--- config.mk ---
export PLATFORM = sky130hd
export DESIGN_NAME = cmp_serial_ctrl
export DESIGN_NICKNAME = d
export VERILOG_FILES = /design/src/rtl/cmp_pkg.sv /design/src/rtl/cmp2b.sv /design/src/rtl/cmp_serial_ctrl.sv
export SDC_FILE = /design/constraint.sdc
export NUM_CORES = 1
export LEC_CHECK = 0
export ABC_CLOCK_PERIOD_IN_PS = 3900
export CAP_MARGIN = 20
export CORE_MARGIN = 2
export CORE_UTILIZATION = 40
export CTS_CLUSTER_DIAMETER = 80
export DETAILED_ROUTE_END_ITERATION = 10
export PLACE_DENSITY = 0.69
export SETUP_SLACK_MARGIN = 0.2
export SYNTH_ARGS = -nofsm -noshare
export SYNTH_HDL_FRONTEND = slang
export SYNTH_SLANG_ARGS = --single-unit
--- constraint.sdc ---
create_clock -name clk -period 3.9 [get_ports clk]
set_input_delay 0.78 -clock clk [delete_from_list [all_inputs] [get_ports clk]]
set_output_delay 0.78 -clock clk [all_outputs]
set_load 0.05 [all_outputs]
--- src/rtl/cmp_pkg.sv ---
// Shared definitions for the serial magnitude comparator: FSM encoding,
// slice width and a helper for sizing the slice index.
package cmp_pkg;

  // Controller states; encodings are fixed so checkers can decode them.
  typedef enum logic [1:0] {
    ST_IDLE = 2'd0,
    ST_CMP  = 2'd1,
    ST_DONE = 2'd2
  } state_e;

  // Width of one comparison slice (matches the shared 2-bit comparator).
  localparam int SLICE_W = 2;

  // Bits needed to hold a slice index 0..n-1, never less than one bit.
  function automatic int idx_width(input int n);
    return (n > 1) ? $clog2(n) : 1;
  endfunction

endpackage : cmp_pkg

--- src/rtl/cmp2b.sv ---
// Two-bit unsigned magnitude comparator shared by the serial controller.
// Purely combinational; exactly one of eq/lt/gt is high for any input.
module cmp2b (
  input  logic [1:0] a,
  input  logic [1:0] b,
  output logic       eq,
  output logic       lt,
  output logic       gt
);

  // Direct unsigned compare of the two slices.
  always_comb begin
    eq = (a == b);
    lt = (a <  b);
    gt = (a >  b);
  end

endmodule : cmp2b

--- src/rtl/cmp_serial_ctrl.sv ---
// Sequential magnitude comparator: walks the operands from the most
// significant 2-bit slice down, one slice per cycle, and stops at the first
// slice that differs.
//
// Handshake: start is sampled only in IDLE or DONE. On acceptance a/b are
// captured and busy rises the next cycle. done is a single-cycle pulse in the
// DONE state; eq/lt/gt are valid from that cycle and hold until the next
// accepted start clears them. A start held high through DONE is accepted
// back-to-back; a start seen while busy is ignored.
module cmp_serial_ctrl
  import cmp_pkg::*;
#(
  parameter int W = 8
) (
  input  logic         clk,
  input  logic         rst,
  input  logic         start,
  input  logic [W-1:0] a,
  input  logic [W-1:0] b,
  output logic         busy,
  output logic         done,
  output logic         eq,
  output logic         lt,
  output logic         gt
);

  localparam int N  = W / SLICE_W;
  localparam int IW = idx_width(N);
  localparam logic [IW-1:0] K_TOP = IW'(N - 1);

  // Odd or too-narrow operands cannot be split into 2-bit slices.
  if (((W % SLICE_W) != 0) || (W < SLICE_W)) begin : g_bad_width
    $fatal(1, "cmp_serial_ctrl: W must be even and >= 2");
  end

  state_e        state_q, state_d;
  logic [W-1:0]  a_q, a_d;
  logic [W-1:0]  b_q, b_d;
  logic [IW-1:0] k_q, k_d;
  logic          eq_q, eq_d;
  logic          lt_q, lt_d;
  logic          gt_q, gt_d;

  logic [SLICE_W-1:0] sl_a, sl_b;
  logic               sl_eq, sl_lt, sl_gt;
  logic               accept;

  // Select the slice addressed by the current index from the latched operands.
  always_comb begin
    sl_a = '0;
    sl_b = '0;
    for (int i = 0; i < N; i++) begin
      if (k_q == IW'(i)) begin
        sl_a = a_q[i*SLICE_W +: SLICE_W];
        sl_b = b_q[i*SLICE_W +: SLICE_W];
      end
    end
  end

  cmp2b u_cmp2b (
    .a  (sl_a),
    .b  (sl_b),
    .eq (sl_eq),
    .lt (sl_lt),
    .gt (sl_gt)
  );

  // Next-state, operand capture, index stepping and result flag updates.
  always_comb begin
    state_d = state_q;
    a_d     = a_q;
    b_d     = b_q;
    k_d     = k_q;
    eq_d    = eq_q;
    lt_d    = lt_q;
    gt_d    = gt_q;
    accept  = 1'b0;

    unique case (state_q)
      ST_IDLE, ST_DONE: begin
        if (start) begin
          accept  = 1'b1;
          a_d     = a;
          b_d     = b;
          k_d     = K_TOP;
          eq_d    = 1'b0;
          lt_d    = 1'b0;
          gt_d    = 1'b0;
          state_d = ST_CMP;
        end else begin
          state_d = ST_IDLE;
        end
      end

      ST_CMP: begin
        if (sl_gt) begin
          gt_d    = 1'b1;
          state_d = ST_DONE;
        end else if (sl_lt) begin
          lt_d    = 1'b1;
          state_d = ST_DONE;
        end else if (k_q == '0) begin
          // All slices matched down to the least significant one.
          eq_d    = sl_eq;
          state_d = ST_DONE;
        end else begin
          k_d = k_q - IW'(1);
        end
      end

      default: begin
        state_d = ST_IDLE;
      end
    endcase
  end

  // State and datapath registers; reset wins over any pending start.
  always_ff @(posedge clk) begin
    if (rst) begin
      state_q <= ST_IDLE;
      a_q     <= '0;
      b_q     <= '0;
      k_q     <= '0;
      eq_q    <= 1'b0;
      lt_q    <= 1'b0;
      gt_q    <= 1'b0;
    end else begin
      state_q <= state_d;
      a_q     <= a_d;
      b_q     <= b_d;
      k_q     <= k_d;
      eq_q    <= eq_d;
      lt_q    <= lt_d;
      gt_q    <= gt_d;
    end
  end

  // Status is decoded from registered state only.
  always_comb begin
    busy = (state_q == ST_CMP);
    done = (state_q == ST_DONE);
    eq   = eq_q;
    lt   = lt_q;
    gt   = gt_q;
  end

  // accept is kept as a named decode for probing the handshake.
  logic unused_accept;
  assign unused_accept = accept;

endmodule : cmp_serial_ctrl

==> results.txt, run 1 <==
----------------------------------------------------
[Critical path]
  Critical path capture point type ... output port
  Launching point of the worst reg2reg path ... k_q[0]
  Required @ worst endpoint ... roughly 3.1 ns
  Reg-to-Reg End ... k_q[0]
  Highest fanout seen on the critical path ... 9
  Worst Path Class, Setup ... reg -> out
  Register-to-register path setup slack ... roughly 1.5 ns
  Data arrival time of the worst path ... 1.78 ns
  Cell with the largest stage delay on the worst path ... sky130_fd_sc_hd__clkdlybuf4s50_1
  Cells along the critical path ... nor2b_4, clkdlybuf4s50_1
  Kind of start point of the critical path ... flop
  Worst reg-to-reg path cell count ... 9
  Critical Path Max Stage Delay ... about 0.84 ns

[Placement]
  Hpwl dp ... about 1.6 mm
  Quantity of I/O buffers inserted on ports ... 23
  Placed insts ... about 180
  Routability-driven placement congestion ratio ... 0.7412

[Yosys]
  Number of warnings issued by yosys ... 0
  Fraction of registers with async set or reset after synthesis ... 0%
  Yosys top cell area share ... a little over two fifths
  Netlist Area Pre-Place ... between 0.001 and 0.0015 mm2
  Number of cells produced by synthesis ... approximately 130
  Number of register bits inferred by synthesis ... 23
  Syn nets ... roughly 160
  Number of distinct library cells after synthesis ... 31
  Area leader, netlist ... sky130_fd_sc_hd__dfxtp_1
  Mean post-synth cell area ... approximately 8.4 um2
  Main area contributors after synthesis ... sky130_fd_sc_hd__dfxtp_1 (42%), sky130_fd_sc_hd__nand2_1 (12%), sky130_fd_sc_hd__a21oi_1 (9.1%), sky130_fd_sc_hd__ha_1 (6.8%), sky130_fd_sc_hd__nor2b_1 (2.3%)
  Count of flip-flops with a built-in enable after synthesis ... 0
  Synth Flop Type ... sky130_fd_sc_hd__dfxtp_1
  Sequential area share after synthesis ... around two fifths

[Die]
  Initial core utilization ... around two fifths
  Die height ... roughly 56 um
  Count of boundary I/O pins ... 24
  Std-Cell Core Area ... approximately 0.0027 mm2
  Cell Rows ... 19
  Die outline area ... ~0.0032 mm2
  Die width ... about 56 um

[Global route]
  Vias in the first global route ... between 900 and 1000
  Global-route congestion overflow total ... 0
  Maximum number of pins on one net before global-route repair ... 24
  First-pass GRT wire length ... around 3.8 mm
  Total global routing track utilization ... around 15%
  Number of antenna violations at the first check in global routing ... 0

[Clocking]
  Clock latency reported for the late side of the worst-skew pair ... ~0.3 ns
  Bufs on Longest Clock Path ... 2
  Number of buffers inserted during clock tree synthesis ... 3
  CTS Root Buffer Type ... sky130_fd_sc_hd__clkbuf_4
  Number of cells upsized or downsized after cts ... 0
  Number of levels in the clock H-tree ... 1
  Hold-fix buffer count after cts ... 0
  CTS sink cnt ... 23
  Clock-pin slew on the worst setup and hold paths ... about 0.12 ns
  CTS tree ... built
  Number of buffers added for setup after CTS ... 0

[Detailed routing]
  Overall routed net length ... between 2 and 2.5 mm
  Detail-routed via count per cell ... 5.170
  Number of iterations in the first detailed-routing pass ... 4
  Highest metal used ... met4
  DRT met1 WL ... ~1000 um
  Antenna viol nets, final ... 0
  Number of DRC violations after detailed-routing iteration 0 ... 14
  Routed WL per cell ... ~12 um
  Number of vias in the routed layout ... between 900 and 1000
  Drt drc ... 0
  Detailed-routed wire length on met3 ... around 97 um
  Met2 wirelength from detailed routing ... ~1.1 mm

[STA]
  Setup clock skew after layout ... around 0.0038 ns
  Slew at the pin with the worst max-slew slack ... 0.8281 ns
  Worst max-slew margin expressed relative to the limit ... 44.62%
  Final TNS setup ... 0 ns
  RSZ-0062 raised after global routing ... no
  Part of the cycle the worst path needs ... around two thirds
  Period minus WS final ... between 2 and 3 ns
  F_max ... 391.1 MHz
  Final Max Slew Viols ... 0
  Final-report setup violation count ... 0
  Final hold violation count ... 0

[Finish]
  FF+latch area ... 460.4 um2
  Ratio of cells with drive above 1 in the final layout ... 6.623%
  Layout-stage area growth over the synthesis result ... 22.82%
  Multi-input gate area in the final layout ... between 500 and 600 um2
  Count of fill cells added during filler insertion ... between 200 and 300
  Antenna diode count ... 0
  Most frequent cells in the layout ... sky130_fd_sc_hd__nand2_1 (36), sky130_fd_sc_hd__dfxtp_1 (23), sky130_fd_sc_hd__clkdlybuf4s50_1 (23)
  Most common library cell in the layout ignoring fill and taps ... sky130_fd_sc_hd__nand2_1
  Number of nets in the final layout ... ~180
  Post-route non-filler standard cell count ... between 150 and 200

[Worst hold path]
  Hold-critical path endpoint ... a_q[0]
  Cell depth of the worst hold path ... 2
  Beginning of the worst hold path ... a_q[0]
  Min-delay worst type ... reg -> reg

[Pwr]
  Worst supply voltage drop on vdd ... 223.9 uV
  Leakage dissipation ... between 0.5 and 0.6 nW
  Power per cell area ... between 300 and 400 mW/mm2

[Run]
  Number of max-cap violations ... 0

[Outcome]
  Status ... finished clean

----------------------------------------------------
[cells in the mapped netlist (2+ instances only)]
| library cell | instances |
|---|---|
| sky130_fd_sc_hd__nand2b_1 | 2 |
| sky130_fd_sc_hd__ha_1 | 6 |
| sky130_fd_sc_hd__nor2b_1 | 4 |
| sky130_fd_sc_hd__a221oi_1 | 2 |
| sky130_fd_sc_hd__buf_6 | 2 |
| sky130_fd_sc_hd__inv_1 | 5 |
| sky130_fd_sc_hd__a21oi_1 | 20 |
| sky130_fd_sc_hd__a311oi_1 | 2 |
| sky130_fd_sc_hd__clkbuf_1 | 2 |
| sky130_fd_sc_hd__a221o_1 | 2 |
| sky130_fd_sc_hd__nand2_1 | 36 |
| sky130_fd_sc_hd__a31oi_1 | 2 |
| sky130_fd_sc_hd__o31ai_1 | 2 |
| sky130_fd_sc_hd__buf_2 | 2 |
| sky130_fd_sc_hd__dfxtp_1 | 23 |
| sky130_fd_sc_hd__a211oi_1 | 2 |
| sky130_fd_sc_hd__nor3_1 | 2 |
| sky130_fd_sc_hd__a22oi_1 | 2 |
[registers in the layout (all words and copies together) (netlist names)]
register and cells:
k_q 2, gt 1, lt 1, b_q 8, a_q 8, eq 1, state_q 2
[power by group]
| group | leakage [nW] | total (mW) | internal [mW] | switching [mW] |
|---|---|---|---|---|
| logic | 0.308 | 0.158 | 0.0744 | 0.0831 |
| clock network | 0.0150 | 0.108 | 0.0399 | 0.0679 |
| registers | 0.189 | 0.263 | 0.252 | 0.0111 |
[logic make-up (layout without fill, tap and decap cells)]
| logic type | after synthesis | count (layout) | share of synthesized area [%] |
|---|---|---|---|
| buf+inv | 13 | 33 | 6.357 |
| fa+ha+maj | 6 | 6 | 6.810 |
| simple gates | 53 | 53 | 24.63 |
| flops | 23 | 23 | 41.77 |
| compound gates | 36 | 36 | 20.43 |
[critical path, delay by kind of cell (launching register included)]
kind,cells,cell delay (ns)
flip-flops,1,0.38
AND/OR/NAND/NOR,1,0.26
buffers and inverters,1,0.84
[through the flow]
stage	hold WS, ns	cell area [um2]	worst slack (ns)	utilization, %	total power [mW]
2_1_floorplan	0.4361	1102	1.765	-	0.3825
3_3_place_gp	0.4415	1328	1.509	49.42	0.4212
3_5_place_dp	0.4496	1328	1.421	49.42	0.4261
4_1_cts	0.4683	1354	1.312	50.40	0.5340
5_1_grt	0.4879	1354	1.251	50.40	0.5654
6_report	0.4649	1354	1.343	50.40	0.5279
[metal layers]
layer  track usage, %  vias up
li1                 -      487
met1            17.83      423
met2            26.08       27
met3            2.074        4
met4            7.483        0
met5                0        -
[how the worst max path moves through the flow]
stage | from | end | slack (ns) | depth (start not counted)
final | state_q[0] | busy | 1.34 | 2
after global routing | state_q[0] | busy | 1.25 | 2
after CTS | state_q[0] | busy | 1.31 | 2
after detailed placement | start | k_q[0] | 1.42 | 5
after global placement | start | k_q[0] | 1.51 | 5
after floorplan | k_q[0] | k_q[0] | 1.76 | 9
[area by class of cell]
class | count | area share [%]
repair buffers | 24 | 17.56
inverters | 5 | 1.386
multi-input cells | 95 | 42.24
well taps | 31 | 2.865
clock buffers | 4 | 1.941
flip-flops and latches | 23 | 34.01
Note: power is estimated with default switching activity, not from simulation.
==> run 2: changes to the inputs <==
- ABC_CLOCK_PERIOD_IN_PS: 3900 -> 2100
- PLACE_DENSITY: 0.69 -> 0.72
- clock period: 3.9 -> 2.1 ns (I/O delays scaled with it)
==> run 2 against run 1 <==
The run now ends with negative setup slack left. Flip-flop and latch count unchanged. Clock power increased by 92%. Sequential share of layout area down 3.4 points. Count of clock-buffer cells in the layout fell by 1. Worst hold slack better by 0.00069 ns. Wire length grew 9.8%. Via count up 4.8%. Critical endpoint is now k_q[1].
==> results.txt, run 2 (same netlist as run 1, synthesis figures left out) <==
----------------------------------------------------
[Detailed routing]
  Number of iterations in the first detailed-routing pass ... 4
  Detail-routed via count per cell ... ~5.2
  Routed WL per cell ... roughly 13 um
  Antenna viol nets, final ... 0
  Number of vias in the routed layout ... ~990
  Overall routed net length ... ~2.4 mm
  Number of DRC violations after detailed-routing iteration 0 ... 16
  Drt drc ... 0

[STA]
  F_max ... around 460 MHz
  Final-report setup violation count ... 3
  Worst max-slew margin expressed relative to the limit ... a little over half
  Slew at the pin with the worst max-slew slack ... about 0.68 ns
  Final Max Slew Viols ... 0
  Setup clock skew after layout ... 0.002325 ns
  Final-layout worst hold slack ... ~0.47 ns
  Setup slack after layout ... -0.05597 ns
  Period minus WS final ... between 2 and 2.5 ns
  Final hold violation count ... 0
  Part of the cycle the worst path needs ... 102.7%
  Final TNS setup ... -0.07823 ns
  RSZ-0062 raised after global routing ... yes

[Pwr]
  Power per cell area ... 713.3 mW/mm2
  Worst supply voltage drop on vdd ... 481.6 uV
  Leakage dissipation ... ~0.62 nW
  Total power consumption of the routed design ... roughly 1.1 mW

[Global route]
  Global routing usage on met3 ... between 3 and 4%
  Global-route congestion overflow total ... 0
  Vias in the first global route ... 907
  Maximum number of pins on one net before global-route repair ... 19
  Total global routing track utilization ... between 15 and 20%
  First-pass GRT wire length ... between 4 and 5 mm
  Number of antenna violations at the first check in global routing ... 0
  Global routing's busiest layer ... met2
  M2 GR Usage ... approximately 28%
  Fraction of met1 tracks used by global routing ... a little over a fifth

[Clocking]
  Bufs on Longest Clock Path ... 2
  Hold-fix buffer count after cts ... 0
  Number of buffers inserted during clock tree synthesis ... 3
  Clock latency reported for the late side of the worst-skew pair ... 0.31 ns
  CTS Root Buffer Type ... sky130_fd_sc_hd__clkbuf_4
  Clock-pin slew on the worst setup and hold paths ... around 0.13 ns
  Number of levels in the clock H-tree ... 1
  CTS tree ... built
  CTS sink cnt ... 23

[Finish]
  Count of fill cells added during filler insertion ... 235
  FF+latch area ... 465.4 um2
  Multi-input gate area in the final layout ... roughly 670 um2
  Ratio of cells with drive above 1 in the final layout ... roughly a quarter
  Antenna diode count ... 0
  Number of nets in the final layout ... 186
  Most common library cell in the layout ignoring fill and taps ... sky130_fd_sc_hd__nand2_1
  Layout-stage area growth over the synthesis result ... 38.14%
  Most frequent cells in the layout ... sky130_fd_sc_hd__nand2_1 (36), sky130_fd_sc_hd__dfxtp_1 (21), sky130_fd_sc_hd__a21oi_1 (19)
  Largest registers ... a_q x8, b_q x8

[Critical path]
  Data arrival time of the worst path ... 2.36 ns
  Critical path capture point type ... flop
  Highest fanout seen on the critical path ... 5
  Critical Path Max Stage Delay ... around 0.41 ns
  Cell with the largest stage delay on the worst path ... sky130_fd_sc_hd__dfxtp_4
  Cells along the critical path ... inv_4, ha_4, nor2b_4, a221o_1, a22oi_2, ha_1, and3b_4, a311oi_2, a211oi_2
  Kind of start point of the critical path ... flop
  Worst Path Class, Setup ... reg -> reg
  Register-to-register path setup slack ... -0.06 ns
  Required @ worst endpoint ... roughly 2.3 ns

[Outcome]
  Status ... complete, but fails checks
  Violations in the final reports ... negative setup slack

[Die]
  Die outline area ... 0.003192 mm2
  Die height ... between 50 and 60 um
  Die width ... 56.50 um
  Cell Rows ... 19
  Count of boundary I/O pins ... 24
  Initial core utilization ... just over 40%
  Std-Cell Core Area ... approximately 0.0027 mm2

[Worst hold path]
  Min-delay worst type ... reg -> reg

[Placement]
  Quantity of I/O buffers inserted on ports ... 23
  Hpwl dp ... about 1.8 mm
  Routability-driven placement congestion ratio ... 0.8586

[Run]
  Number of max-cap violations ... 0

----------------------------------------------------
-- run 2: worst max-delay path, delay by kind of cell (launching register included) --
family	cells	cell delay [ns]
flip-flops	1	0.41
buffers and inverters	1	0.05
AO/OA/AOI/OAI	4	0.82
AND/OR/NAND/NOR	2	0.35
adder cells (fa/ha/maj)	2	0.42
-- run 2: worst paths after layout --
| check | startpoint | end | cells past startpoint |
|---|---|---|---|
| setup reg to reg | k_q[0] | k_q[1] | 9 |
| hold reg to reg | gt | gt | 2 |
| setup / recovery | k_q[0] | k_q[1] | 9 |
| hold / removal | gt | gt | 2 |
-- run 2: metrics by stage --
| step | worst slack [ns] | instance area (um2) | utilization [%] | cells |
|---|---|---|---|---|
| floorplan | 0.04016 | 1115 | - | 131 |
| global placement | -0.01621 | 1365 | 50.82 | 182 |
| detailed placement | -0.07690 | 1365 | 50.82 | 182 |
| CTS | -0.02207 | 1478 | 55.01 | 190 |
| global route | -0.1281 | 1523 | 56.68 | 191 |
| finish | -0.05597 | 1523 | 56.68 | 191 |
-- run 2: area by class of cell --
cell class | count | area share (%)
clock buffers | 3 | 1.479
clock inverters | 1 | 0.3287
inverters | 5 | 1.397
multi-input cells | 95 | 43.71
flip-flops and latches | 23 | 30.57
well taps | 31 | 2.547
repair buffers | 33 | 19.97
-- run 2: report_power, final --
| group | internal (mW) | total (mW) | switching, mW |
|---|---|---|---|
| logic | 0.196 | 0.388 | 0.192 |
| registers | 0.468 | 0.491 | 0.0228 |
| clock network | 0.0712 | 0.207 | 0.136 |
-- run 2: layer usage --
layer / vias to the layer above / routed length (um)
met5: - / 0
met4: 0 / 32
met3: 5 / 97
met2: 22 / 1227
met1: 451 / 1058
li1: 508 / -
-- run 2: timing repair --
| item | 4_1_cts | 5_1_grt |
|---|---|---|
| cloned | 0 | 0 |
| setup buffers | 4 | 1 |
| resized for setup | 12 | 9 |
| pin swaps | 6 | 10 |
| endpoints found under the setup margin | 8 | 9 |
